**src/rtl/rr_stream_arbiter.sv**
```systemverilog
// rr_stream_arbiter: round-robin arbiter sharing one registered valid/ready stream sink among NUM_REQ requesters
// Ports:
//   clk        rising-edge clock
//   rstb       asynchronous active-low reset
//   in_valid   per-requester beat valid
//   in_data    per-requester data, requester i on in_data[i*DW +: DW]
//   in_ready   per-requester accept (combinational, only the owner can be ready)
//   out_valid  registered output beat valid
//   out_data   registered output data
//   out_ready  downstream accept
//   grant_id   index of the current or last owner (registered)
//   busy       high while a requester holds the grant (registered)
module rr_stream_arbiter #(
    parameter int NUM_REQ   = 4,
    parameter int DW        = 4,
    parameter int MAX_BURST = 4,
    localparam int IDW      = $clog2(NUM_REQ)
) (
    input  logic                  clk,
    input  logic                  rstb,
    input  logic [NUM_REQ-1:0]    in_valid,
    input  logic [NUM_REQ*DW-1:0] in_data,
    output logic [NUM_REQ-1:0]    in_ready,
    output logic                  out_valid,
    output logic [DW-1:0]         out_data,
    input  logic                  out_ready,
    output logic [IDW-1:0]        grant_id,
    output logic                  busy
);
    localparam logic [0:0] IDLE  = 1'b0;
    localparam logic [0:0] GRANT = 1'b1;
    localparam int CW = 8;
    localparam logic [CW-1:0] LAST_BEAT = CW'(MAX_BURST - 1);
    localparam logic [IDW-1:0] LAST_ID = IDW'(NUM_REQ - 1);

    logic [0:0]     state;
    logic [IDW-1:0] rr_ptr;
    logic [IDW-1:0] sel;
    logic [IDW-1:0] idx;
    logic           found;
    logic [CW-1:0]  beat_cnt;
    logic           slot_open;
    logic           owner_valid;
    logic           xfer;
    logic           release_grant;
    logic [DW-1:0]  owner_data;

    // First requesting index at or after rr_ptr, wrapping at NUM_REQ.
    always_comb begin
        sel = rr_ptr;
        found = 1'b0;
        idx = rr_ptr;
        for (int k = 0; k < NUM_REQ; k++) begin
            if (!found && in_valid[idx]) begin
                sel = idx;
                found = 1'b1;
            end
            idx = (idx == LAST_ID) ? '0 : idx + 1'b1;
        end
    end

    assign slot_open = !out_valid || out_ready;

    // Owner mux built from explicit compares so non-owner data can never leak through.
    always_comb begin
        owner_valid = 1'b0;
        owner_data = '0;
        in_ready = '0;
        for (int i = 0; i < NUM_REQ; i++) begin
            if (grant_id == IDW'(i)) begin
                owner_valid = in_valid[i];
                owner_data = in_data[i*DW +: DW];
                in_ready[i] = (state == GRANT) && slot_open;
            end
        end
    end

    assign xfer = (state == GRANT) && owner_valid && slot_open;
    // The owner dropping valid releases even when the output slot is blocked.
    assign release_grant = (state == GRANT) && (!owner_valid || (xfer && beat_cnt == LAST_BEAT));
    assign busy = (state == GRANT);

    always_ff @(posedge clk or negedge rstb) begin
        if (!rstb) begin
            state     <= IDLE;
            rr_ptr    <= '0;
            beat_cnt  <= '0;
            grant_id  <= '0;
            out_valid <= 1'b0;
            out_data  <= '0;
        end else begin
            if (xfer) begin
                out_valid <= 1'b1;
                out_data  <= owner_data;
            end else if (out_ready) begin
                out_valid <= 1'b0;
            end
            // A release always returns to IDLE; the next owner is chosen there.
            if (state == IDLE) begin
                if (|in_valid) begin
                    state    <= GRANT;
                    grant_id <= sel;
                    beat_cnt <= '0;
                end
            end else if (release_grant) begin
                state    <= IDLE;
                rr_ptr   <= (grant_id == LAST_ID) ? '0 : grant_id + 1'b1;
                beat_cnt <= '0;
            end else if (xfer) begin
                beat_cnt <= beat_cnt + 1'b1;
            end
        end
    end
endmodule

```
**config.mk**
```make
export PLATFORM = sky130hd
export DESIGN_NAME = rr_stream_arbiter
export DESIGN_NICKNAME = d
export VERILOG_FILES = /design/src/rtl/rr_stream_arbiter.sv
export SDC_FILE = /design/constraint.sdc
export NUM_CORES = 1
export LEC_CHECK = 0
export ABC_CLOCK_PERIOD_IN_PS = 2350
export BUFFER_PORTS_ARGS = -buffer_cell sky130_fd_sc_hd__buf_2
export CELL_PAD_IN_SITES_DETAIL_PLACEMENT = 0
export CELL_PAD_IN_SITES_GLOBAL_PLACEMENT = 2
export CORE_UTILIZATION = 30
export CTS_BUF_LIST = sky130_fd_sc_hd__clkbuf_2 sky130_fd_sc_hd__clkbuf_4 sky130_fd_sc_hd__clkbuf_8
export CTS_CLUSTER_DIAMETER = 80
export DETAILED_ROUTE_END_ITERATION = 8
export PLACE_DENSITY_LB_ADDON = 0.15
export SLEW_MARGIN = 0
export SYNTH_ARGS = -nofsm -noshare
export SYNTH_HDL_FRONTEND = slang
export SYNTH_SLANG_ARGS = --single-unit
```
**constraint.sdc**
```tcl
create_clock -name clk -period 2.35 [get_ports clk]
set_clock_uncertainty 0.2 [all_clocks]
set_input_delay 0.235 -clock clk [delete_from_list [all_inputs] [get_ports clk]]
set_output_delay 0.235 -clock clk [all_outputs]
set_load 0.005 [all_outputs]
```
==> flow_summary.ini <==
[worst_setup_path]
worst_setup_path_end_kind = register
worstRegToRegCells = 8
worstPathRequired_ns = 2.29
critPathKind = register to register
start_kind = register
crit_arrival_ns = 2.22
slowest_stage = dfrtp_1
crit_fanout = 6
slowest_delay_ns = 0.42
worstPathCellList = inv_2, ha_4, and3b_2, a2111oi_4, buf_4, nor4_4, a211o_1, a32o_1
setup.worst_path.start = grant_id[1]$_DFFE_PN0P_
r2r-end = beat_cnt[5]$_DFFE_PN0P_
rr_startpoint = grant_id[1]$_DFFE_PN0P_
regToRegSetupSlack_ns = 0.07

[global_routing]
globalRouteMet1Util_pct = 21.50
grt_pass1_wl_um = 6327
grt-busiest-layer = met2
antenna_found_initial = 0
grt_use_met2_pct = 24.63
track_usage_pct = 15.16
first_global_vias = 1380
overflow = 0
grt_max_degree = 22
grtUsageMet3_pct = 1.688

[worst_hold_path]
hold_path_class = primary input to register
holdPathEnd = out_data[1]$_DFFE_PN0P_
hold_start = in_data[13]
hold_depth = 3

[clock_tree]
clock-root-buffer = clkbuf_8
tritoncts = built
clkTransAtPathRegs_ns = 0.07
cts.sinks = 18
cts_buffers = 3
clk_latency_ns = 0.25
clockBufferDepth = 2
htree_levels = 1

[synthesis]
synth_flop_cell = dfrtp_1
ys_ff_latch = 18
yosysWarnings = 0
syn-num-nets = 188
avgSynthCellArea_um2 = 9.144
async_flop_share_pct = 100.0
yosysSeqAreaShare_pct = 30.98
synth-edff-count = 0
synthesis.area_um2 = 1454
syn_inst = 159
synthDistinctLibCells = 55

[timing]
hold-worst-slack_ns = 0.1013
fin_crit_sh_pct = 96.84
fmax_mhz = 439.4
hold_viol = 0
setup_viol = 0
period_minus_slack_ns = 2.276
rsz0062_at_grt = yes
max-slew-margin-rel_pct = 63.01
slew_violations = 0
worst_slew_pin_slew_ns = 0.5506
tns_ns = 0

[drt]
dr.pass1.iters = 4
drtIter0Drc = 61
wl_per_cell_um = 14.60
drt-total-wl_um = 3751
vias = 1420
viasPerCell = 5.525
drc = 0
ant_nets = 0

[floorplanning]
die_area_um2 = 5129
num_io_pins = 35
rows = 24
chipWidth_um = 71.62
core_um2 = 4504
die_y_um = 71.62
start_util_pct = 32.28

[finish]
area_growth_pct = 29.26
diodes = 0
nets = 235
final_cell_mix = buf_2, dfrtp_1, buf_4
final_common_cell = buf_2
final_area_um2 = 1879
drive_gt1_share_pct = 35.12

[pwr]
worst_ir_drop_vdd_v = 0.0003275
pwr_density_cell_nw_per_um2 = 1282
p_leak_uw = 0.0008305
fin_total_pwr_uw = 2409

[placed_design]
dpl-instance-area_um2 = 1740
place.port_buffers = 34
place_congestion = 0.8153
hpwlAfterDp_um = 2914

[job]
cap_viol_max_count = 0

[outcome]
outcome = finished, final reports clean
==> where the power goes <==
group          total [uW]  switching (uW)  internal [uW]
clock network         253             104            149
logic                1640             840            803
registers             513            96.2            417
==> area by class of cell <==
class                   count  area, um^2
repair buffers             50       309.0
multi-input cells         128       979.7
well taps                  52       65.06
fillers                   484        2625
inverters                   5       18.77
clock buffers               4       55.05
flip-flops and latches     18       451.7
==> flip-flops by register name, indices dropped and copies added (netlist names) <==
signal,flops
out_valid,1
rr_ptr,2
grant_id,2
out_data,4
beat_cnt,8
busy,1
==> worst max path at each step <==
| stage | to | slack (ns) | cells past startpoint |
|---|---|---|---|
| floorplan | grant_id[0]$_DFFE_PN0P_ | 0.09 | 7 |
| detailed placement | beat_cnt[5]$_DFFE_PN0P_ | 0.03 | 7 |
| CTS | beat_cnt[5]$_DFFE_PN0P_ | 0.02 | 7 |
| global placement | grant_id[0]$_DFFE_PN0P_ | 0.03 | 6 |
| finish | beat_cnt[5]$_DFFE_PN0P_ | 0.07 | 8 |
| global route | beat_cnt[1]$_DFFE_PN0P_ | -0.04 | 8 |
==> synthesized netlist by cell type (3+ instances only) <==
master	number	share of area (%)
nand3_1	5	1.7
ha_1	6	5.2
nor2b_1	6	2.6
inv_1	5	1.3
a221oi_1	4	2.4
o21ai_0	6	2.1
buf_2	5	1.7
o31ai_1	4	2.1
nor4_1	3	1.3
dfrtp_1	18	31
and3_1	6	2.6
nor2_1	10	2.6
nand2_1	8	2.1
nor3_1	11	3.8
nand2b_1	3	1.3
a21oi_1	10	3.4
==> timing repair <==
action / 4_1_cts / 5_1_grt
resized for setup: 0 / 12
setup endpoints to repair: 0 / 15
buffers inserted: 0 / 3
hold endpoints to repair: 18 / 0
hold buffers: 1 / 0
==> metrics by stage <==
step | worst slack, ns | instances | util (%)
final | 0.07420 | 257 | 41.72
after global routing | -0.04087 | 257 | 41.72
after CTS | 0.02085 | 254 | 40.08
after detailed placement | 0.03399 | 249 | 38.64
after global placement | 0.02602 | 249 | 38.64
after floorplan | 0.09358 | 159 | -
==> metal layers <==
| layer | routed length [um] | vias to the layer above |
|---|---|---|
| li1 | - | 708 |
| met1 | 1754 | 654 |
| met2 | 1695 | 53 |
| met3 | 261 | 5 |
| met4 | 40 | 0 |
| met5 | 0 | - |
==> worst max-delay path, delay by kind of cell (launching register included) <==
family	cells	cell delay, ns
compound gates	3	0.80
flops	1	0.42
buf+inv	2	0.30
simple gates	2	0.29
fa+ha+maj	1	0.15
==> kinds of logic (layout without fill, tap and decap cells) <==
logic type,after synthesis,after routing,synth area share (%)
simple gates,71,71,29.69
compound gates,44,44,22.89
flops,18,18,30.98
buf+inv,13,59,4.819
fa+ha+maj,6,6,5.163
mux,5,5,5.249
xor+xnor,2,2,1.205
Note: power is estimated with default switching activity, not from simulation.
